### src/rtl/pwm_cap_pkg.sv
// rtl/pwm_cap_pkg.sv - shared constants and types for the PWM capture unit
//
// Purpose: default counter width, minimum prescale divide and the channel
// state encoding used by pwm_capture and pwm_cap_chan.
package pwm_cap_pkg;

  localparam int CNT_WIDTH_DEFAULT = 16;
  localparam int PSCR_MIN          = 2;

  typedef enum logic {
    IDLE = 1'b0,
    MEAS = 1'b1
  } chan_state_e;

endpackage

### src/rtl/pwm_cap_chan.sv
// rtl/pwm_cap_chan.sv - one PWM capture channel
//
// Purpose: synchronises one PWM input, detects rising edges, counts period
// and high time in prescaler ticks and keeps sticky capture/overflow flags.
// Ports:
//   clk_i, rst_n_i   clock, asynchronous active-low reset
//   en_i             global enable; low forces IDLE and clears counters
//   tick_i           shared prescaler tick
//   clr_i            clears capf_o/ovf_o (a coincident set wins)
//   pwm_i            asynchronous PWM input
//   per_o, high_o    last captured period / high time
//   valid_o          one-cycle pulse on each capture
//   capf_o, ovf_o    sticky capture / overflow flags
module pwm_cap_chan
  import pwm_cap_pkg::*;
#(
  parameter int CNT_WIDTH = CNT_WIDTH_DEFAULT
) (
  input  logic                 clk_i,
  input  logic                 rst_n_i,
  input  logic                 en_i,
  input  logic                 tick_i,
  input  logic                 clr_i,
  input  logic                 pwm_i,
  output logic [CNT_WIDTH-1:0] per_o,
  output logic [CNT_WIDTH-1:0] high_o,
  output logic                 valid_o,
  output logic                 capf_o,
  output logic                 ovf_o
);

  localparam logic [CNT_WIDTH-1:0] CNT_MAX = '1;
  localparam logic [CNT_WIDTH-1:0] CNT_ONE = CNT_WIDTH'(1);

  logic                 sync1_q, sync2_q, prev_q;
  chan_state_e          state_q;
  logic [CNT_WIDTH-1:0] cnt_q, hcnt_q, per_q, high_q;
  logic                 valid_q, capf_q, ovf_q;

  logic                 edge_d, cap_d, ovf_set_d;
  logic [CNT_WIDTH-1:0] cnt_d, hcnt_d, restart_d;

  assign edge_d = sync2_q & ~prev_q;
  // en_i gates the capture so an edge coinciding with disable is dropped
  assign cap_d  = en_i & (state_q == MEAS) & edge_d;

  // Saturating increments; counters never wrap
  assign cnt_d  = (tick_i && (cnt_q != CNT_MAX)) ? cnt_q + CNT_ONE : cnt_q;
  assign hcnt_d = (tick_i && sync2_q && (hcnt_q != CNT_MAX)) ? hcnt_q + CNT_ONE : hcnt_q;

  // The tick landing on the edge cycle already belongs to the new period
  assign restart_d = CNT_WIDTH'(tick_i);

  // Overflow fires on the cycle the period counter hits all-ones, so a
  // stuck line is reported without waiting for another edge
  assign ovf_set_d = en_i & (state_q == MEAS) & ~edge_d & tick_i &
                     (cnt_q == (CNT_MAX - CNT_ONE));

  always_ff @(posedge clk_i or negedge rst_n_i) begin
    if (!rst_n_i) begin
      sync1_q <= 1'b0;
      sync2_q <= 1'b0;
      prev_q  <= 1'b0;
      state_q <= IDLE;
      cnt_q   <= '0;
      hcnt_q  <= '0;
      per_q   <= '0;
      high_q  <= '0;
      valid_q <= 1'b0;
      capf_q  <= 1'b0;
      ovf_q   <= 1'b0;
    end else begin
      sync1_q <= pwm_i;
      sync2_q <= sync1_q;
      prev_q  <= sync2_q;
      valid_q <= cap_d;
      capf_q  <= cap_d | (capf_q & ~clr_i);
      ovf_q   <= ovf_set_d | (ovf_q & ~clr_i);
      if (cap_d) begin
        per_q  <= cnt_q;
        high_q <= hcnt_q;
      end
      if (!en_i) begin
        state_q <= IDLE;
        cnt_q   <= '0;
        hcnt_q  <= '0;
      end else begin
        case (state_q)
          IDLE: begin
            // First edge only arms the channel
            if (edge_d) begin
              state_q <= MEAS;
              cnt_q   <= restart_d;
              hcnt_q  <= restart_d;
            end
          end
          MEAS: begin
            if (edge_d) begin
              cnt_q  <= restart_d;
              hcnt_q <= restart_d;
            end else begin
              cnt_q  <= cnt_d;
              hcnt_q <= hcnt_d;
            end
          end
          default: state_q <= IDLE;
        endcase
      end
    end
  end

  assign per_o   = per_q;
  assign high_o  = high_q;
  assign valid_o = valid_q;
  assign capf_o  = capf_q;
  assign ovf_o   = ovf_q;

endmodule

### src/rtl/pwm_capture.sv
// rtl/pwm_capture.sv - multi-channel PWM input capture top level
//
// Purpose: shared prescaler, NUM_CH capture channels and the level interrupt.
// Ports:
//   clk_i, rst_n_i   clock, asynchronous active-low reset
//   en_i             global enable
//   pscr_i           prescaler divide value (0 and 1 behave as 2)
//   ovie_i, capie_i  overflow / capture interrupt enables
//   clr_i            per-channel flag clear pulses
//   pwm_i            asynchronous PWM inputs
//   per_o, high_o    captured period / high time, channel n at [n*CNT_WIDTH +: CNT_WIDTH]
//   valid_o          per-channel capture pulse
//   capf_o, ovf_o    sticky capture / overflow flags
//   irq_o            combined level interrupt
module pwm_capture
  import pwm_cap_pkg::*;
#(
  parameter int NUM_CH    = 4,
  parameter int CNT_WIDTH = CNT_WIDTH_DEFAULT
) (
  input  logic                        clk_i,
  input  logic                        rst_n_i,
  input  logic                        en_i,
  input  logic [CNT_WIDTH-1:0]        pscr_i,
  input  logic                        ovie_i,
  input  logic                        capie_i,
  input  logic [NUM_CH-1:0]           clr_i,
  input  logic [NUM_CH-1:0]           pwm_i,
  output logic [NUM_CH*CNT_WIDTH-1:0] per_o,
  output logic [NUM_CH*CNT_WIDTH-1:0] high_o,
  output logic [NUM_CH-1:0]           valid_o,
  output logic [NUM_CH-1:0]           capf_o,
  output logic [NUM_CH-1:0]           ovf_o,
  output logic                        irq_o
);

  localparam logic [CNT_WIDTH-1:0] CNT_ONE = CNT_WIDTH'(1);

  logic [CNT_WIDTH-1:0] psc_q;
  logic [CNT_WIDTH-1:0] psc_reload_d;
  logic                 tick_d;

  // pscr_i is only sampled on reload, so a new value starts at the next period
  assign psc_reload_d = (pscr_i < CNT_WIDTH'(PSCR_MIN)) ? CNT_WIDTH'(PSCR_MIN - 1)
                                                        : pscr_i - CNT_ONE;
  // Counter sits at 0 after enable, so the first tick lands on the first cycle
  assign tick_d = en_i & (psc_q == '0);

  always_ff @(posedge clk_i or negedge rst_n_i) begin
    if (!rst_n_i) begin
      psc_q <= '0;
    end else if (!en_i) begin
      psc_q <= '0;
    end else if (psc_q == '0) begin
      psc_q <= psc_reload_d;
    end else begin
      psc_q <= psc_q - CNT_ONE;
    end
  end

  for (genvar n = 0; n < NUM_CH; n++) begin : g_chan
    pwm_cap_chan #(
      .CNT_WIDTH(CNT_WIDTH)
    ) u_chan (
      .clk_i  (clk_i),
      .rst_n_i(rst_n_i),
      .en_i   (en_i),
      .tick_i (tick_d),
      .clr_i  (clr_i[n]),
      .pwm_i  (pwm_i[n]),
      .per_o  (per_o[n*CNT_WIDTH +: CNT_WIDTH]),
      .high_o (high_o[n*CNT_WIDTH +: CNT_WIDTH]),
      .valid_o(valid_o[n]),
      .capf_o (capf_o[n]),
      .ovf_o  (ovf_o[n])
    );
  end

  assign irq_o = (ovie_i & (|ovf_o)) | (capie_i & (|capf_o));

endmodule

### config.mk
export PLATFORM = sky130hd
export DESIGN_NAME = pwm_capture
export DESIGN_NICKNAME = d
export VERILOG_FILES = /design/src/rtl/pwm_cap_pkg.sv /design/src/rtl/pwm_cap_chan.sv /design/src/rtl/pwm_capture.sv
export SDC_FILE = /design/constraint.sdc
export NUM_CORES = 1
export LEC_CHECK = 0
export BUFFER_PORTS_ARGS = -buffer_cell sky130_fd_sc_hd__buf_2
export CORE_UTILIZATION = 45
export CTS_CLUSTER_DIAMETER = 30
export DETAILED_ROUTE_END_ITERATION = 6
export PLACE_DENSITY = 0.73
export SETUP_SLACK_MARGIN = 0.5
export SYNTH_ARGS = -nofsm -noshare
export SYNTH_HDL_FRONTEND = slang
export SYNTH_SLANG_ARGS = --single-unit
export TNS_END_PERCENT = 1
### constraint.sdc
create_clock -name clk_i -period 2.4 [get_ports clk_i]
set_input_delay 0.12 -clock clk_i [delete_from_list [all_inputs] [get_ports clk_i]]
set_output_delay 0.12 -clock clk_i [all_outputs]
set_load 0.02 [all_outputs]
# Word level (Yosys, flattened, before mapping)
# Index checks and enable logic that the tools add are counted.
[word_totals]
register_bits = 300
output_inout_bits = 141
input_bits = 29
[op_classes]
magnitude_cmp = 1
n_mux = 51
n_eq_ne = 24
addsub = 10
bitwise_logic = 60
n_reduce_logical = 23
[ops]
columns = ["operator", "count"]
rows = [
  ["16-bit 2-to-1 mux", 31],
  ["16-bit case mux with 2 select lines", 8],
  ["16-bit by 1-bit adder with 16-bit output, second input constant", 8],
  ["16-bit != test, second input constant", 8],
  ["16-bit == test, second input constant", 4],
  ["1-bit AND", 35],
  ["4-bit != test, second input constant", 8],
  ["16-bit by 1-bit subtractor with 16-bit output, second input constant", 2],
  ["16-bit logical NOT", 1],
  ["16-bit by 2-bit less-than comparator with 1-bit output, second input constant", 1],
  ["1-bit inverter", 16],
  ["2-bit AND reduction", 8],
  ["1-bit logical AND", 12],
  ["1-bit 2-to-1 mux", 12],
  ["3-bit by 2-bit != test with 1-bit output, second input constant", 4],
  ["1-bit bitwise OR", 9],
  ["4-bit OR reduction", 2],
]

# Longest topological paths before layout
# Gate-level depths: netlist of the first run.
[logic_depth]
word_depth = 8
mapped_depth = 9
mapped_depth_nobuf = 7

# Cells and area by module
# From an unflattened synthesis of the first run, not the netlist that was laid out.
[hier_totals]
cells_unflattened = 1351
area_unflattened_um2 = 14555.2
[by_module_without_submodules]
columns = ["module", "area_each_um2", "cells_each", "seq_area_each_um2", "instances"]
rows = [
  ["pwm_cap_chan (g_chan[0].u_chan ...)", 3335.7, 298, 1776.7, 3],
  ["pwm_cap_chan (g_chan[1].u_chan)", 3295.7, 312, 1776.7, 1],
  ["pwm_capture", 1252.5, 145, 400.4, 1],
]

# Worst setup path after synthesis of the first run
# Ideal clock, no wire load.
[synth_timing]
path_kind = "register to register"
startpoint = "reg psc_q[11]"
endpoint = "reg g_chan[0].u_chan.hcnt_q[7]"
setup_time_ns = 0.136
path_buffers = 3
setup_slack_ns = -0.117
arrival_ns = 2.381
path_stages_with_launch = 9
required_time_ns = 2.264
synth_period_minus_slack_ns = 2.517
cell_sequence = "dfrtp_1 -> or4_1 -> clkbuf_1 -> nor4_4 -> nand4_1 -> clkbuf_1 -> buf_1 -> o31ai_1 -> a21oi_1"
[synth_via]
elab_chain_len = 6
[synth_rtl]
columns = ["element", "line_no", "source"]
rows = [
  ["start: declaration", "pwm_capture.sv:39", "logic [CNT_WIDTH-1:0] psc_q;"],
  ["start signal: assignment", "pwm_capture.sv:55", "psc_q <= psc_reload_d;"],
  ["start signal: assignment", "pwm_capture.sv:57", "psc_q <= psc_q - CNT_ONE;"],
  ["16-bit logical NOT", "pwm_capture.sv:47", "assign tick_d = en_i & (psc_q == '0);"],
  ["1-bit AND", "pwm_capture.sv:47", ""],
  ["1-bit logical AND (2 in a row)", "pwm_cap_chan.sv:49", "assign hcnt_d = (tick_i && sync2_q && (hcnt_q != CNT_MAX)) ? hcnt_q + CNT_ONE : hcnt_q;"],
  ["4-bit != test (no source line)", "-", ""],
  ["2-bit AND reduction (no source line)", "-", ""],
  ["end signal: assignment", "pwm_cap_chan.sv:94", "hcnt_q <= restart_d;"],
  ["end signal: assignment", "pwm_cap_chan.sv:100", "hcnt_q <= restart_d;"],
  ["end signal: assignment", "pwm_cap_chan.sv:103", "hcnt_q <= hcnt_d;"],
  ["end: declaration", "pwm_cap_chan.sv:37", "logic [CNT_WIDTH-1:0] cnt_q, hcnt_q, per_q, high_q;"],
]
# Every way passes these cells.
# A chain may end at the register's enable or synchronous reset.

# Worst setup path in the final report of the first run
[layout_timing]
startpoint = "reg psc_q[14]"
endpoint = "reg g_chan[0].u_chan.hcnt_q[15]"
# Same word-level chain as after synthesis.

==> run metrics, run 1 <==
max_cap viols 0; via/cell ratio 5.72; Power Total 16700 uW; commonest non-fill, non-tap cell in the layout nand2_1; Total GRT Usage 24.8%; Final Core Density 63.0%; vias 13287; crit path kind flop to flop; Hold Path Class primary input to flop; Worst-Margin Slew 0.815 ns; Layout Nets 1924; Worst-path clk slew 0.05 ns; largest net degree at the start of global routing 70; critical path data arrival time 3.02 ns; TritonRoute pass-1 iters 7; Final Hold Fails 0; Fmax 0.389 GHz; Die ar. 32300 um^2; antenna violations before repair 0; Main synth FF type dfrtp_1; Mapped Avg Cell Area 9.01 um^2; CTS tree yes; Post-synth EDFFs 0; commonest cells after routing, fill and taps aside 430 x nand2_1, 294 x dfrtp_1, 169 x buf_2; synth top area cells dfrtp_1 53%, nand2_1 11%, a21oi_1 3.1%; Yosys top cell by area dfrtp_1; vias in the first global route 13298; Final Cycle Share 107%; Clk Latency, worst-skew pair 0.54 ns; post-route clock skew 0.0193 ns; first-pass GRT wire length 66000 um; final setup fails 26; fraction of registers with async set/reset 100%; Synth Register Bits 300; H-tree lvl count 3; register area share after synthesis 52.8%; Leakage Power 0.00923 uW; Ys Warns 0; CP startpoint kind flop; gr ovfl total 0; Sink Count 300; Max VDD drop 0.000516 V; DRC 11; Syn-to-layout area delta 36.5%; distinct cell type count after synthesis 63; fraction of layout cells with a size suffix above 1 27.0%; standard-cell rows 64; RSZ-0062 raised after global routing yes; Ports 170; Synth Cell Area 14200 um^2; area share of the largest cell type after synthesis 52.8%; CP required 2.85 ns; final setup margin -0.168 ns; dpl hpwl 26800 um; Iter 0 DRT Violations 959; Slew HR 45.6%; Die W 180 um; RePlAce Congestion 0.879; Chip Height 180 um; count of input and output buffers 169; DRT antenna net count 0; CP endpoint kind flop; total CTS buffers 66; status finished with violations; n_diodes 0; Post-Syn Instances 1578; starting density of the core 46.1%; pwr/cell area 857 nW/um^2; Final Max Tran Viols 0; Max Buffers Root-to-Sink 3; root buf cell clkbuf_16; failing checks DRC, setup timing; Final min period 2.57 ns; filler cell count 2438; total wire length 40500 um; syn_nets 1622; crit-path max FO 5; core area 30800 um^2; routed length per instance 17.4 um
## layout make-up
class                   instances  area [um^2]  share of cell area (%)
flip-flops and latches        300         7510                    38.7
multi-input cells            1165         6880                    35.4
repair buffers                312         2140                    11.0
clock buffers                  85         1870                    9.63
well taps                     396          495                    2.55
clock inverters                31          392                    2.02
inverters                      35          133                   0.683
## layer usage
| layer | vias to the layer above | part of all wire (%) | global-route usage (%) |
|---|---|---|---|
| li1 | 6223 | - | - |
| met5 | - | 0 | 0 |
| met1 | 6552 | 42 | 32.0 |
| met3 | 81 | 5.7 | 4.03 |
| met4 | 0 | 2.3 | 9.48 |
| met2 | 431 | 50 | 41.9 |
## power by group
group	internal, uW	switching (uW)	leakage [uW]
logic	980	1280	0.00400
clock network	6310	2740	0.00109
registers	5210	130	0.00414
total	12500	4140	0.00923
## stage by stage
stage	worst slack, ns	hold slack, ns	setup TNS (ns)	instances	area (um^2)
finish	-0.168	0.0466	-1.95	2324	19400
global route	-0.225	0.0510	-4.26	2324	19400
CTS	-0.0902	0.0105	-0.795	2321	19100
detailed placement	-0.171	0.125	-4.21	2182	16200
global placement	-0.102	0.131	-1.48	2182	16200
floorplan	-0.0799	-0.176	-1.10	1578	14300
## cells by family (layout without fill, tap and decap cells)
family / count (synthesis) / after routing / share of synthesized area (%)
AOI/OAI and AO/OA: 280 / 280 / 12.1
buffers and inverters: 113 / 463 / 3.32
and+or+nand+nor: 830 / 830 / 28.0
adders and majority gates: 15 / 15 / 1.32
DFF: 300 / 300 / 52.8
muxes: 8 / 8 / 0.581
xor gates and xnor gates: 32 / 32 / 1.97
## worst max-delay path, cell delays in order (launching register included)
cell,delay [ns]
dfrtp_1,0.39
or4_4,0.57
buf_6,0.16
nor4_4,0.21
buf_4,0.19
nand4_1,0.20
buf_6,0.21
or4_1,0.40
a21oi_1,0.15
## state kept, by name (all words and copies together), names as in the netlist
name                   flops
g_chan.u_chan.cnt_q       64
g_chan.u_chan.high_o      64
g_chan.u_chan.ovf_o        4
g_chan.u_chan.prev_q       4
g_chan.u_chan.per_o       64
g_chan.u_chan.hcnt_q      64
g_chan.u_chan.valid_o      4
g_chan.u_chan.sync2_q      4
g_chan.u_chan.sync1_q      4
g_chan.u_chan.capf_o       4
g_chan.u_chan.state_q      4
psc_q                     16
## timing repair
item                                    4_1_cts  5_1_grt
resized for setup                            99       59
endpoints found under the setup margin      148      188
endpoints found under the hold margin        86        0
buffers inserted                              1        1
pin swaps                                   125       64
hold buffers                                 22        0
gates cloned                                  0        2
## Yosys cell counts (all sizes together), types with 12 or more instances
cell type  number
nand2         435
dfrtp         300
a21oi          89
nand3          76
o21ai          69
nor2           58
clkbuf         56
nand4          47
or3            45
or4            43
inv            35
o31ai          29
and3           27
nor3           24
buf            22
a31oi          20
nor4           19
xnor2          17
ha             15
xor2           15
o211ai         12
## path summary, 6_finish.rpt
kind / start / end / slack (ns) / cells after the start
setup / recovery: psc_q[14] / g_chan[0].u_chan.hcnt_q[15] / -0.17 / 8
hold / removal: pscr_i[12] / psc_q[12] / 0.05 / 4
setup reg to reg: psc_q[14] / g_chan[0].u_chan.hcnt_q[15] / -0.17 / 8
hold reg to reg: g_chan[2].u_chan.sync1_q / g_chan[2].u_chan.sync2_q / 0.34 / 0
max in group asynchronous: rst_n_i / g_chan[3].u_chan.cnt_q[1] / 1.43 / 3
min in group asynchronous: rst_n_i / g_chan[0].u_chan.cnt_q[11] / 0.14 / 2
Note: power is estimated with default switching activity, not from simulation.
==> run 2, diff against run 1 <==
--- a/config.mk
+++ b/config.mk
@@ -6,10 +6,10 @@
 export NUM_CORES = 1
 export LEC_CHECK = 0
 export BUFFER_PORTS_ARGS = -buffer_cell sky130_fd_sc_hd__buf_2
-export CORE_UTILIZATION = 45
+export CORE_UTILIZATION = 53
 export CTS_CLUSTER_DIAMETER = 30
 export DETAILED_ROUTE_END_ITERATION = 6
-export PLACE_DENSITY = 0.73
+export PLACE_DENSITY = 0.77
 export SETUP_SLACK_MARGIN = 0.5
 export SYNTH_ARGS = -nofsm -noshare
 export SYNTH_HDL_FRONTEND = slang
==> run metrics, run 2 (same netlist as run 1, synthesis figures left out) <==
critical path data arrival time 3.03 ns; Sink Count 300; routed length per instance 18.0 um; Power Total 15200 uW; Clk network pwr share 50.0%; Worst-path clk slew 0.05 ns; H-tree lvl count 2; hold path depth 4; Hold Crit Start pscr_i[12]; crit-path max FO 9; CTS tree yes; Chip Height 166 um; commonest cells after routing, fill and taps aside 434 x nand2_1, 298 x dfrtp_1, 168 x buf_2; sequential share of power 35.0%; Syn-to-layout area delta 32.2%; vias 13433; Iter 0 DRT Violations 1060; Slew HR 39.7%; total CTS buffers 53; RSZ-0062 raised after global routing yes; dpl hpwl 25800 um; Worst R2R Path Depth 8; CP required 2.86 ns; Final Max Tran Viols 0; starting density of the core 54.3%; commonest non-fill, non-tap cell in the layout nand2_1; root buf cell clkbuf_16; Hold Path Class primary input to flop; post-place setup slack -0.175 ns; status finished with violations; count of input and output buffers 169; Die ar. 27500 um^2; Final Cycle Share 107%; Gate power share 15.0%; Layout Nets 1914; vias in the first global route 13304; post-route setup TNS -1.03 ns; CP startpoint psc_q[1]; post-route clock skew 0.0237 ns; final setup fails 21; core area 26200 um^2; Max Buffers Root-to-Sink 3; final setup margin -0.165 ns; gr ovfl total 0; first-pass GRT wire length 66000 um; Worst-Margin Slew 0.904 ns; Cell Int Power 11100 uW; Final Hold Fails 0; max_cap viols 0; Clk Latency, worst-skew pair 0.56 ns; largest net degree at the start of global routing 71; CP endpoint kind flop; antenna violations before repair 1; via/cell ratio 5.98; pwr/cell area 808 nW/um^2; total wire length 40500 um; Worst Hold Margin 0.0463 ns; DRT antenna net count 0; Leakage Power 0.00903 uW; failing checks DRC, setup timing; Ports 170; RR Startpoint psc_q[1]; TritonRoute pass-1 iters 7; Max VDD drop 0.000588 V; Psw 4090 uW; Fmax 0.390 GHz; standard-cell rows 59; Total GRT Usage 29.0%; fraction of layout cells with a size suffix above 1 25.6%; Final min period 2.57 ns; CP startpoint kind flop; Net Sw Frac 27.0%; RePlAce Congestion 0.879; Die W 166 um; DRC 16; crit path kind flop to flop
run 2: changes by cell type in the layout (fill, tap and decap cells not counted), moves of 5 or more:
cell / before / now
clkbuf_16: 71 / 54
clkinv_4: 4 / 10
buf_4: 90 / 100
clkbuf_1: 10 / 5
inv_6: 1 / 6
clkinv_2: 12 / 5
run 2: timing repair:
item	CTS	global route
hold endpoints to repair	88	0
pin swaps	92	42
setup buffers	1	3
resized for setup	59	67
endpoints found under the setup margin	147	150
hold buffers	21	0
run 2: critical path, stage by stage, from the launching register on:
cell,delay [ns]
dfrtp_1,0.39
inv_2,0.09
ha_4,0.14
or4bb_4,0.50
or4_1,0.53
a311oi_4,0.24
buf_4,0.22
a31oi_1,0.13
a31oi_1,0.22
run 2: routing by layer:
metal,vias to the layer above,GRT usage [%],share of wire [%]
met1,6613,39.4,43
met4,0,9.35,2.1
met5,-,0,0
li1,6194,-,-
met2,539,47.4,49
met3,87,5.03,6.2
run 2: final cells by class:
cell class,instances,area (um^2)
multi-input combinational,1165,6780
tap,335,419
sequential,300,7510
fill,1931,7400
inverter,35,131
clock inverter,34,414
clock buffer,62,1410
timing repair buffer,315,2140
antenna,1,2.50
run 2: per-stage QoR:
stage,instances,util (%),instance area (um^2)
2_1_floorplan,1578,-,14300
3_3_place_gp,2125,61.6,16200
3_5_place_dp,2125,61.6,16200
4_1_cts,2243,70.5,18500
5_1_grt,2247,71.8,18800
6_report,2247,71.8,18800
run 2: worst paths after layout:
kind	end	slack [ns]
setup / recovery	g_chan[3].u_chan.hcnt_q[10]	-0.17
hold / removal	psc_q[12]	0.05
setup reg to reg	g_chan[3].u_chan.hcnt_q[10]	-0.17
hold reg to reg	g_chan[2].u_chan.sync2_q	0.35
max in group asynchronous	g_chan[1].u_chan.cnt_q[6]	1.41
min in group asynchronous	g_chan[0].u_chan.per_o[11]	0.15
run 2: power groups by stage:
| stage | combinational (uW) | clock, uW | sequential [uW] |
|---|---|---|---|
| after floorplan | 951 | 0 | 5430 |
| after global placement | 1820 | 0 | 5370 |
| after detailed placement | 1890 | 0 | 5380 |
| after CTS | 2140 | 7650 | 5310 |
| after global routing | 2420 | 7920 | 5330 |
| final | 2280 | 7590 | 5320 |
